**src/rtl/pl_dmem_pkg.sv**
```systemverilog
// Shared types and constants for the pipelined-CPU data memory arbiter.
// Indices address the 32-word data RAM with word index addr[6:2].
package pl_dmem_pkg;

  typedef enum logic [1:0] {
    RSP_NONE = 2'd0,
    RSP_C    = 2'd1,
    RSP_L    = 2'd2
  } rsp_e;

  localparam int DMEM_WORDS  = 32;
  localparam int DMEM_IDX_LO = 2;
  localparam int DMEM_IDX_W  = $clog2(DMEM_WORDS);

  // Width needed to hold 0..max_v inclusive (at least one bit).
  function automatic int age_width(input int max_v);
    return (max_v < 1) ? 1 : $clog2(max_v + 1);
  endfunction

endpackage

```
**src/rtl/pl_dmem_age_ctr.sv**
```systemverilog
// Saturating aging counter: counts consecutive cycles the loader waits,
// sat flags that the loader must win the next arbitration.
module pl_dmem_age_ctr
  import pl_dmem_pkg::*;
#(
  parameter int MAX = 4
) (
  input  logic clock,
  input  logic reset,
  input  logic clr,
  input  logic inc,
  output logic sat
);

  localparam int W = age_width(MAX);
  localparam logic [W-1:0] MAX_V = W'(MAX);

  logic [W-1:0] age_q;
  logic [W-1:0] age_d;

  always_comb begin
    age_d = age_q;
    if (clr) begin
      age_d = '0;
    end else if (inc && (age_q != MAX_V)) begin
      age_d = age_q + 1'b1;
    end
  end

  always_ff @(posedge clock) begin
    if (reset) begin
      age_q <= '0;
    end else begin
      age_q <= age_d;
    end
  end

  assign sat = (age_q == MAX_V);

endmodule

```
**src/rtl/pl_dmem_arbiter.sv**
```systemverilog
// Two-port arbiter for the CPU data RAM: CPU MEM stage (C) vs debug/loader (L),
// one access per cycle, responses returned exactly one cycle after the grant.
module pl_dmem_arbiter
  import pl_dmem_pkg::*;
#(
  parameter int AW         = 32,
  parameter int DW         = 32,
  parameter int STARVE_MAX = 4
) (
  input  logic          clock,
  input  logic          reset,
  input  logic          c_req,
  input  logic          c_we,
  input  logic [AW-1:0] c_addr,
  input  logic [DW-1:0] c_wdata,
  output logic          c_stall,
  output logic          c_rvalid,
  output logic [DW-1:0] c_rdata,
  input  logic          l_req,
  input  logic          l_lock,
  input  logic          l_we,
  input  logic [AW-1:0] l_addr,
  input  logic [DW-1:0] l_wdata,
  output logic          l_ack,
  output logic [DW-1:0] l_rdata,
  output logic [AW-1:0] m_addr,
  output logic [DW-1:0] m_din,
  output logic          m_we,
  input  logic [DW-1:0] m_dout
);

  logic    l_force;
  logic    age_sat;
  logic    c_gnt;
  logic    l_gnt;
  logic    age_clr;
  logic    age_inc;
  rsp_e    rsp_q;
  rsp_e    rsp_d;
  logic [DW-1:0] c_rdata_q;
  logic [DW-1:0] c_rdata_d;
  logic [DW-1:0] l_rdata_q;
  logic [DW-1:0] l_rdata_d;
  logic    c_rsp;
  logic    l_rsp;

  // Locked bursts and a starved loader pre-empt the CPU; otherwise CPU first.
  always_comb begin
    l_force = l_req & (l_lock | age_sat);
    c_gnt   = 1'b0;
    l_gnt   = 1'b0;
    if (!reset) begin
      if (l_force) begin
        l_gnt = 1'b1;
      end else if (c_req) begin
        c_gnt = 1'b1;
      end else if (l_req) begin
        l_gnt = 1'b1;
      end
    end
  end

  assign age_clr = l_gnt | ~l_req;
  assign age_inc = l_req & ~l_gnt;

  pl_dmem_age_ctr #(
    .MAX (STARVE_MAX)
  ) u_age (
    .clock (clock),
    .reset (reset),
    .clr   (age_clr),
    .inc   (age_inc),
    .sat   (age_sat)
  );

  always_comb begin
    m_addr = '0;
    m_din  = '0;
    m_we   = 1'b0;
    if (c_gnt) begin
      m_addr = c_addr;
      m_din  = c_wdata;
      m_we   = c_we;
    end else if (l_gnt) begin
      m_addr = l_addr;
      m_din  = l_wdata;
      m_we   = l_we;
    end
  end

  assign c_stall = c_req & ~c_gnt;

  always_comb begin
    rsp_d = RSP_NONE;
    if (c_gnt) begin
      rsp_d = RSP_C;
    end else if (l_gnt) begin
      rsp_d = RSP_L;
    end
  end

  // A response still in flight when reset arrives is suppressed, not delivered.
  assign c_rsp = ~reset & (rsp_q == RSP_C);
  assign l_rsp = ~reset & (rsp_q == RSP_L);

  always_comb begin
    c_rdata_d = c_rsp ? m_dout : c_rdata_q;
    l_rdata_d = l_rsp ? m_dout : l_rdata_q;
  end

  always_ff @(posedge clock) begin
    if (reset) begin
      rsp_q     <= RSP_NONE;
      c_rdata_q <= '0;
      l_rdata_q <= '0;
    end else begin
      rsp_q     <= rsp_d;
      c_rdata_q <= c_rdata_d;
      l_rdata_q <= l_rdata_d;
    end
  end

  assign c_rvalid = c_rsp;
  assign l_ack    = l_rsp;
  assign c_rdata  = reset ? '0 : c_rdata_d;
  assign l_rdata  = reset ? '0 : l_rdata_d;

endmodule

```
**config.mk**
```make
export PLATFORM = sky130hd
export DESIGN_NAME = pl_dmem_arbiter
export DESIGN_NICKNAME = d
export VERILOG_FILES = /design/src/rtl/pl_dmem_pkg.sv /design/src/rtl/pl_dmem_age_ctr.sv /design/src/rtl/pl_dmem_arbiter.sv
export SDC_FILE = /design/constraint.sdc
export NUM_CORES = 1
export LEC_CHECK = 0
export ABC_AREA = 0
export ABC_CLOCK_PERIOD_IN_PS = 1550
export CAP_MARGIN = 0
export CORE_ASPECT_RATIO = 0.8
export CORE_MARGIN = 4
export CORE_UTILIZATION = 27
export DETAILED_ROUTE_END_ITERATION = 7
export GPL_ROUTABILITY_DRIVEN = 0
export PLACE_DENSITY_LB_ADDON = 0.15
export SETUP_SLACK_MARGIN = 0.5
export SYNTH_ARGS = -nofsm -noshare
export SYNTH_HDL_FRONTEND = slang
export SYNTH_SLANG_ARGS = --single-unit
```
**constraint.sdc**
```tcl
create_clock -name clock -period 1.55 [get_ports clock]
set_input_delay 0.2325 -clock clock [delete_from_list [all_inputs] [get_ports clock]]
set_output_delay 0.2325 -clock clock [all_outputs]
set_load 0.1 [all_outputs]
```
==> results by group, run 1 <==
Status
  • Status: stopped before the end
  • Failing step: 5_1_grt
  • Run Error: [ERROR GRT-0232] Routing congestion too high. Check the congestion heatmap in the GUI.

CTS
  • Htree depth: 3
  • Root buffer cell: clkbuf_16
  • CTS max path bufs: 2
  • CTS Buf Count: 9
  • # clock sinks: 69

Yosys
  • Cell count after synthesis: 387
  • Main flop type after synthesis: dfxtp_1
  • Synthesized area: 3100 um2
  • Yosys cell types: 19
  • Asr flop ratio synth: 0%
  • Main area contributors after synthesis: dfxtp_1 45%, a22o_1 18%, nand2_1 15%
  • Syn Area/Cell: 8.02 um2
  • Commonest cells post-synth: 128 x nand2_1, 69 x dfxtp_1, 65 x a21oi_1, 65 x a22o_1, 20 x buf_2
  • Synth Warn #: 0
  • Sequential share of the synthesized area: 44.5%
  • Mapped Nets: 556
  • Area fraction of the dominant cell type after synthesis: 44.5%
  • Most frequent cell after synthesis: nand2_1
  • #FFs+latches synth: 69
  • Number of synthesized flops with an enable pin: 0
  • Cell taking the most area after synthesis: dfxtp_1

Global routing
  • Remaining global-route overflow: 158
  • Initial antenna violation count: 3
  • Largest net degree at the start of global routing: 37
  • Tot GR Track Use: 74.5%

Floorplan
  • Initial Util: 28.1%
  • # IOs: 299
  • Die extent in y: 104 um
  • Chip width: 128 um
  • FP Rows: 34

Placement
  • HPWL after detailed placement: 15.8 mm
  • Setup WS pre-CTS: -0.427 ns
  • Placed cell count: 818
  • IO Port Bufs: 298

Timing
  • Worst Endpoint after GRT Repair: m_addr[29]
  • Worst ep type: output port
layer usage:
layer / GRT usage [%] / overflow
met2: 93.7 / 92
met4: 83.4 / 65
met1: 72.0 / 1
met5: 5.49 / 0
met3: 55.1 / 0
kinds of logic after synthesis:
group / synth area share [%]
AO/OA/AOI/OAI: 29.6
flip-flops: 44.5
multiplexers: 0.323
AND/OR/NAND/NOR: 18.0
buffers and inverters: 6.73
adder cells (fa/ha/maj): 0.806
per-stage QoR:
stage | area [um2] | utilization, %
2_1_floorplan | 4790 | -
3_3_place_gp | 9240 | 83.6
3_5_place_dp | 9240 | 83.6
4_1_cts | 10400 | 93.7
what timing repair did:
action                                  in CTS
hold buffers                                 0
gates resized for setup                     69
gates cloned                                 9
setup buffers                               36
endpoints found under the setup margin     200
pin swaps                                   52
==> inputs of run 2 (changes only) <==
ABC_CLOCK_PERIOD_IN_PS = 2000   (was 1550)
CORE_AREA = 4 4 113 115   (was unset)
CORE_ASPECT_RATIO = unset   (was 0.8)
CORE_MARGIN = unset   (was 4)
CORE_UTILIZATION = unset   (was 27)
DIE_AREA = 0 0 117 119   (was unset)
SETUP_SLACK_MARGIN = unset   (was 0.5)
clock period = 2 ns   (was 1.55 ns; I/O delays follow)
==> run 2 against run 1 <==
The flow now finishes, with violations (setup timing). Area after synthesis unchanged. Synthesized cell count unchanged.
==> results by group, run 2 <==
Status
  • Status: complete, but fails checks
  • Failing checks: setup timing

Timing
  • Fin worst setup slack: -0.287 ns
  • FMAX: 437 MHz
  • RSZ-0062 raised after global routing: yes
  • Slew HR: 53.0%
  • Worst Clk Skew: 0.00741 ns
  • Max-slew violations: 0
  • Minimum clock period: 2.29 ns
  • Final Hold Viols: 0
  • Worst slew pin tran: 0.705 ns
  • Setup Viol. Count Final: 66
  • Fin crit share: 114%

Yosys
  • Main area contributors after synthesis: dfxtp_1 45%, a22o_1 18%, nand2_1 15%
  • Asr flop ratio synth: 0% (unchanged)
  • Most frequent cell after synthesis: nand2_1
  • #FFs+latches synth: 69 (unchanged)
  • Cell taking the most area after synthesis: dfxtp_1
  • Cell count after synthesis: 387 (unchanged)
  • Sequential share of the synthesized area: 44.5% (unchanged)
  • Commonest cells post-synth: 128 x nand2_1, 69 x dfxtp_1, 65 x a21oi_1, 65 x a22o_1, 20 x buf_2
  • Syn Area/Cell: 8.02 um2 (unchanged)
  • Yosys cell types: 19 (unchanged)
  • Mapped Nets: 556 (unchanged)
  • Number of synthesized flops with an enable pin: 0 (unchanged)
  • Area fraction of the dominant cell type after synthesis: 44.5% (unchanged)
  • Synthesized area: 3100 um2 (unchanged)
  • Synth Warn #: 0 (unchanged)
  • Main flop type after synthesis: dfxtp_1

Detailed routing
  • First DRT Iteration DRCs: 163
  • Final routed DRC violation total: 0
  • Antenna-violating nets left: 0
  • First-pass DRT Iterations: 4
  • Drt wl/cell: 21.4 um
  • Routed wire length: 18.2 mm
  • Vias: 4232
  • Routed vias/inst: 4.98

Worst setup path
  • Max stage delay on crit path: 0.33 ns
  • Critical path required time: 1.70 ns
  • Worst path cell trace: inv_2 -> ha_4 -> a21o_1 -> a21oi_4 -> buf_6 -> buf_12 -> buf_16 -> a22o_4 -> buf_12
  • Reg2reg setup slack: 0.59 ns
  • R2r startpoint: u_age.age_q[1]
  • Worst Path Arrival: 1.99 ns
  • Setup Crit Path Kind: flip-flop to output port
  • Crit path launch: u_age.age_q[1]
  • Most used cell, CP: buf_12
  • Crit-path slowest cell: dfxtp_2
  • Critical Path Fanout Max: 4
  • Startpoint Class: flip-flop
  • CP Capture Type: output port

Power
  • Tot Pwr: 5.91 mW
  • VDD IR max: 0.528 mV
  • Pwr/cell area: 623 nW/um2
  • Static Leak: 3.55 nW

Floorplan
  • Die area: 13900 um2
  • Chip width: 117 um (-8.5%)
  • Core Box Area: 11800 um2
  • Die extent in y: 119 um (+15%)
  • # IOs: 299 (unchanged)
  • Initial Util: 26.3% (-1.8 points)
  • FP Rows: 40 (+18%)

Global routing
  • Largest net degree at the start of global routing: 42
  • Met1 Use GR: 24.1%
  • Initial antenna violation count: 1
  • Tot GR Track Use: 24.6%
  • First-pass GRT wire length: 26.0 mm
  • Remaining global-route overflow: 0
  • Vias in the first global route: 4592
  • Global route hottest layer: met2
  • Grt met3 use: 7.52%
  • Met2 usage: 47.0%

CTS
  • CTS max path bufs: 2 (unchanged)
  • Clock Latency Late Sink: 0.33 ns
  • CTS Buf Count: 9 (unchanged)
  • Root buffer cell: clkbuf_16
  • CTS tree: yes
  • Htree depth: 3 (unchanged)
  • Clock transition at path regs: 0.06 ns
  • # clock sinks: 69 (unchanged)

Placement
  • Placed cell count: 813 (-0.61%)
  • HPWL after detailed placement: 13.2 mm (-16%)
  • IO Port Bufs: 298 (unchanged)

Layout
  • Final Non-Filler Cells: 849
  • Most frequent cells in the layout: 165 x clkdlybuf4s50_1, 140 x buf_12, 126 x nand2_1
  • Biggest regs: c_rdata_q x32, l_rdata_q x32, u_age.age_q x3
  • Most common cell after layout, fill and taps aside: clkdlybuf4s50_1
  • Share of cells above drive strength 1: 47.3%
  • Ant. Diodes: 0
  • Area growth, synth to finish: 206%
  • Final Net Count: 866

Run
  • Max-Cap Viols: 0

Hold path
  • Min-delay src: l_rdata_q[31]
  • Hold Crit Class: flip-flop to flip-flop
[run 2: cell counts after synthesis]
No cell type changed its count.
[run 2: cell families after synthesis]
| kind of cell | share of synthesized area [%] |
|---|---|
| compound gates | 29.6 |
| fa+ha+maj | 0.806 |
| buf+inv | 6.73 |
| flops | 44.5 |
| mux | 0.323 |
| simple gates | 18.0 |
[run 2: critical path: cells and delay by family, from the launching register on]
family / cells / cell delay (ns)
compound gates: 3 / 0.52
fa+ha+maj: 1 / 0.15
buf+inv: 5 / 0.64
flops: 1 / 0.33
[run 2: power breakdown]
| part | internal [mW] | leakage (nW) | total [mW] | switching [mW] |
|---|---|---|---|---|
| Sequential | 1.43 | 0.564 | 1.45 | 0.0182 |
| Clock | 1.10 | 0.156 | 1.71 | 0.610 |
| Combinational | 1.14 | 2.83 | 2.76 | 1.62 |
| Total | 3.67 | 3.55 | 5.91 | 2.24 |
[run 2: final timing paths]
path	cells after the start	end
min reg2reg	2	l_rdata_q[31]
min	2	l_rdata_q[31]
max	9	m_addr[27]
max reg2reg	7	rsp_q[0]
[run 2: routing by layer]
| layer | vias up | wire (um) |
|---|---|---|
| li1 | 1967 | - |
| met1 | 2055 | 6030 |
| met2 | 170 | 10300 |
| met3 | 38 | 1250 |
| met4 | 2 | 563 |
| met5 | - | 13 |
[run 2: what timing repair did]
action / in CTS / in global routing
setup buffers: 9 / 3
cloned: 5 / 5
endpoints found under the setup margin: 113 / 75
gates resized for setup: 52 / 13
pin swaps: 5 / 4
hold buffers: 0 / 0
[run 2: per-stage QoR]
stage	setup slack, ns	cell area (um2)	setup TNS (ns)	hold WS, ns	utilization [%]
finish	-0.287	9490	-15.98	0.510	80.3
floorplan	-0.349	3990	-1.91	0.379	-
global placement	-0.0628	8490	-3.03	0.439	71.9
global route	-0.337	9490	-20.21	0.520	80.3
detailed placement	-0.100	8490	-4.80	0.469	71.9
CTS	-0.278	9290	-16.24	0.504	78.7
[run 2: area by class of cell]
| type | count | area, um2 |
|---|---|---|
| clock inverter | 7 | 98.8 |
| multi-input combinational | 278 | 2680 |
| fill | 686 | 2320 |
| sequential | 69 | 1390 |
| inverter | 3 | 11.3 |
| tap | 147 | 184 |
| clock buffer | 9 | 225 |
| timing repair buffer | 336 | 4900 |
No activity file was read; power rests on OpenSTA's default activity.
==> variant 1: new RTL, settings of run 2 <==
The 3 values of `rsp_e` get a one-hot encoding in 3 bits.
--- a/src/rtl/pl_dmem_pkg.sv
+++ b/src/rtl/pl_dmem_pkg.sv
@@ -4,6 +4,6 @@
 
-  typedef enum logic [1:0] {
-    RSP_NONE = 2'd0,
-    RSP_C    = 2'd1,
-    RSP_L    = 2'd2
+  typedef enum logic [2:0] {
+    RSP_NONE = 3'b001,
+    RSP_C    = 3'b010,
+    RSP_L    = 3'b100
   } rsp_e;
Function: no difference found for any inputs over 10 cycles, from zero or initial values and one cycle with reset high; not proved beyond that.
==> variant 1 against run 2 <==
- the run still ends with setup timing left
- via count up 9.7%
- register-to-register slack worse by 0.29 ns
- total power down 8.3%
- worst setup slack worse by 0.093 ns
- critical path type unchanged
- synthesized area up 4.2%
- largest power group unchanged
- wire length up 36%
- sequential cell count up 1
- final area up 11%
==> variant 1: results (changes against run 2) <==
| Step | Quantity | Value | Change |
|---|---|---|---|
| clocking | Number of setup buffers added after CTS | 10 | +1 |
| critical path | End of the worst register-to-register path | c_rdata_q[15] |  |
| status | Run status | finished, violations left |  |
| yosys | Multiplexer area fraction after synthesis | 0.310% | -0.013 points |
| layout | Signal buffers share of area | 49.1% | -2.6 points |
| sta | Final setup fails | 132 | +100% |
| grt | Vias in the first global route | 4,960 | +8.0% |
| critical path | Critical path data arrival time | 2.08 ns | +0.09 ns |
| yosys | Adder and majority cell fraction of the synthesized area | 0.774% | -0.032 points |
| layout | Registers with the most flip-flops | c_rdata_q (32), l_rdata_q (32) |  |
| layout | Number of multi-input logic gates | 275 | -1.1% |
| grt | Maximum number of pins on one net before global-route repair | 37 | -12% |
| grt | Antenna violations before repair | 0 | -1 |
| grt | GRT Util Overall | 32.0% | +7.4 points |
| layout | Clock network area share | 2.91% | -0.50 points |
| critical path | Capturing element of the worst setup path | m_addr[22] |  |
| sta | Worst slew margin | 29.3% | -24 points |
| layout | Nets | 880 | +1.6% |
| min path | Type of the worst min-delay path | input pin to register |  |
| placement | Area after DPL | 0.00926 sq mm | +9.0% |
| layout | Count of inverters other than clock inverters in the layout | 5 | +2 |
| power and ir drop | Worst supply voltage drop on vdd | 0.475 mV | -10% |
| route | First-iteration detailed-routing DRC count | 316 | +94% |
| placement | Pre-CTS WS | -0.301 ns | -0.201 ns |
| sta | Setup slack after layout | -0.380 ns | -0.0928 ns |
| power and ir drop | Leak pwr | 0.00428 uW | +21% |
| yosys | Fraction of the mapped netlist area in compound gates | 31.7% | +2.1 points |
| layout | FF/Latch Area | 0.00141 sq mm | +1.2% |
| layout | Non-Clock Buffer Count | 350 | +4.2% |
| placement | DP Wirelength | 15,600 microns | +18% |
| power and ir drop | Combinational Power | 2320 uW | -16% |
| placement | Placed Cells incl. Taps | 820 | +0.86% |
| route | Drt via density | 5.38 | +7.9% |
| status | Failing checks | setup timing |  |
| yosys | Sequential fraction of the synthesis area | 43.4% | -1.2 points |
| route | Pre-antenna DRT Iters | 5 | +1 |
| grt | First-pass GRT wire length | 33,100 microns | +27% |
| critical path | Startpoint of the worst-slack reg-to-reg timing path | rsp_q[0] |  |
| layout | Area Growth Syn to Fin | 227% |  |
| power and ir drop | Fraction of power consumed by the clock network | 30.9% | +2.0 points |
| critical path | CP Max Fanout | 8 | +4 |
| layout | Fraction of area in multi-input gates | 32.6% | +4.3 points |
| layout | Clock buf count | 10 | +1 |
-- variant 1: worst min path at each step --
stage	from	endpoint	slack [ns]	cells past startpoint
after floorplan	l_lock	u_age.age_q[2]	0.38	1
final	reset	u_age.age_q[0]	0.47	4
after global routing	reset	u_age.age_q[0]	0.48	4
after detailed placement	l_rdata_q[26]	l_rdata_q[26]	0.49	2
after global placement	l_rdata_q[17]	l_rdata_q[17]	0.49	2
after CTS	reset	u_age.age_q[1]	0.40	4
-- variant 1: routing by layer --
| metal | wire length, microns | GRT usage [%] | up-vias |
|---|---|---|---|
| met5 | 0 | 0 | - |
| met4 | 859 | 5.95 | 0 |
| met3 | 2010 | 8.59 | 57 |
| met2 | 13300 | 58.7 | 285 |
| met1 | 8620 | 37.0 | 2295 |
| li1 | - | - | 2004 |
-- variant 1: worst min-delay path, cell delays in order --
cell,delay (ns)
sky130_fd_sc_hd__buf_6,0.08
sky130_fd_sc_hd__buf_4,0.12
sky130_fd_sc_hd__nand3b_1,0.19
sky130_fd_sc_hd__nor3_1,0.07
==> variant 2: new RTL, flow settings as in run 2 <==
Made on the original files. Set the parameter `DW` to 24 (it was 32).
--- a/src/rtl/pl_dmem_arbiter.sv
+++ b/src/rtl/pl_dmem_arbiter.sv
@@ -6,3 +6,3 @@
   parameter int AW         = 32,
-  parameter int DW         = 32,
+  parameter int DW         = 24,
   parameter int STARVE_MAX = 4
Ports: changed (6 resized); port bits go from 299 to 251. No check against the original RTL was run, so the function may have changed too.
==> variant 2 against run 2 <==
- the flow still finishes with violations (setup timing)
- worst setup slack better by 0.14 ns
- final area fell by 20%
- core utilization fell by 16 points
- total power shrank 24%
- wire length decreased by 23%
- combinational power down 18%
- synthesized area down 20%
- sequential cell count down 16
- critical path type unchanged
- largest cell class unchanged
==> variant 2: results (changes against run 2) <==
| Step | Quantity | Value | Change |
|---|---|---|---|
| route | Routed wl met3 | 1330 microns | +6.3% |
| layout | Filler cell count in the final layout | 906 | +32% |
| sta | Final sum of negative setup slack | -5.93 ns | +10.04 ns |
| route | Met1 routed wirelength after detailed routing | 4680 microns | -22% |
| status | Failing checks | setup timing |  |
| power and ir drop | Fraction of power consumed by the clock network | 24.7% | -4.2 points |
| clocking | Post-cts resize count | 26 | -50% |
| route | Avg WL per Cell | 19.8 microns | -7.6% |
| min path | Type of the worst min-delay path | input pin to register |  |
| route | Sum of met2 wire segment lengths after detailed routing | 7750 microns | -25% |
| yosys | Multiplexer area fraction after synthesis | 0.404% | +0.081 points |
| placement | DP Wirelength | 11,100 microns | -16% |
| yosys | Adder and majority cell fraction of the synthesized area | 1.01% | +0.20 points |
| power and ir drop | Worst supply voltage drop on vdd | 0.301 mV | -43% |
| clocking | H-Tree Depth | 2 | -1 |
| critical path | CP Max Fanout | 9 | +5 |
| min path | Hold endpoint | u_age.age_q[2] |  |
| critical path | Capturing element of the worst setup path | m_addr[8] |  |
| yosys | Syn_nets | 453 | -19% |
| critical path | Setup slack of the worst register-to-register path | 0.62 ns | +0.03 ns |
| sta | Setup slack after layout | -0.147 ns | +0.140 ns |
| power and ir drop | Leak pwr | 0.00288 uW | -19% |
| power and ir drop | Net Sw Frac | 38.4% | +0.43 points |
| grt | Global Route met3 Usage | 7.67% | +0.15 points |
| placement | Pre-CTS WS | -0.0978 ns | +0.00257 ns |
| route | First-iteration detailed-routing DRC count | 98 | -40% |
| clocking | Worst-skew pair later-pin latency | 0.29 ns | -0.04 ns |
| sta | Final setup fails | 58 | -12% |
| status | Run status | finished, violations left |  |
| grt | Antenna violations before repair | 2 | +1 |
| grt | Vias in the first global route | 3,480 | -24% |
| clocking | Number of setup buffers added after CTS | 3 | -6 |
| power and ir drop | Sequential logic power | 1110 uW | -23% |
| layout | Nets | 705 | -19% |
| grt | First-pass GRT wire length | 20,300 microns | -22% |
| yosys | Total of flip-flops plus latches after synthesis | 53 | -23% |
| grt | Maximum number of pins on one net before global-route repair | 52 | +24% |
| route | Drt via density | 4.69 | -5.9% |
| placement | Quantity of I/O buffers inserted on ports | 250 | -16% |
| yosys | Most frequent cells after synthesis | sky130_fd_sc_hd__nand2_1, sky130_fd_sc_hd__a22o_1, sky130_fd_sc_hd__dfxtp_1 |  |
| grt | GRT Util Overall | 19.3% | -5.4 points |
| yosys | Fraction of the mapped netlist area in compound gates | 31.1% | +1.4 points |
| clocking | Number of buffers added by the clock tree synthesis step | 5 | -4 |
==> variant 2: changes by cell type in the layout (fill, tap and decap cells not counted), sizes merged, moves of 2 or more <==
cell / change
clkinv: -2
clkbuf: -7
nand2: -32
clkdlybuf4s50: -25
a22o: -8
buf: -34
dfxtp: -16
a21oi: -16
==> variant 2: cell type report <==
type                            instances  area (sq um)  area share [%]
Multi-Input combinational cell        222          2140            28.4
Timing Repair Buffer                  275          3960            52.4
Clock inverter                          3          65.1           0.862
Antenna cell                            1          2.50          0.0332
Inverter                                3          11.3           0.149
Tap cell                              147           184            2.44
Clock buffer                            5           125            1.66
Sequential cell                        53          1060            14.1
==> variant 2: through the flow <==
stage	instances	hold slack, ns	total power [uW]	utilization, %	area [sq um]
2_1_floorplan	308	0.379	2330	-	3010
3_3_place_gp	693	0.438	3270	58.2	6880
4_1_cts	705	0.407	4450	61.6	7280
3_5_place_dp	693	0.473	3290	58.2	6880
5_1_grt	709	0.429	4620	63.9	7550
6_report	709	0.422	4470	63.9	7550
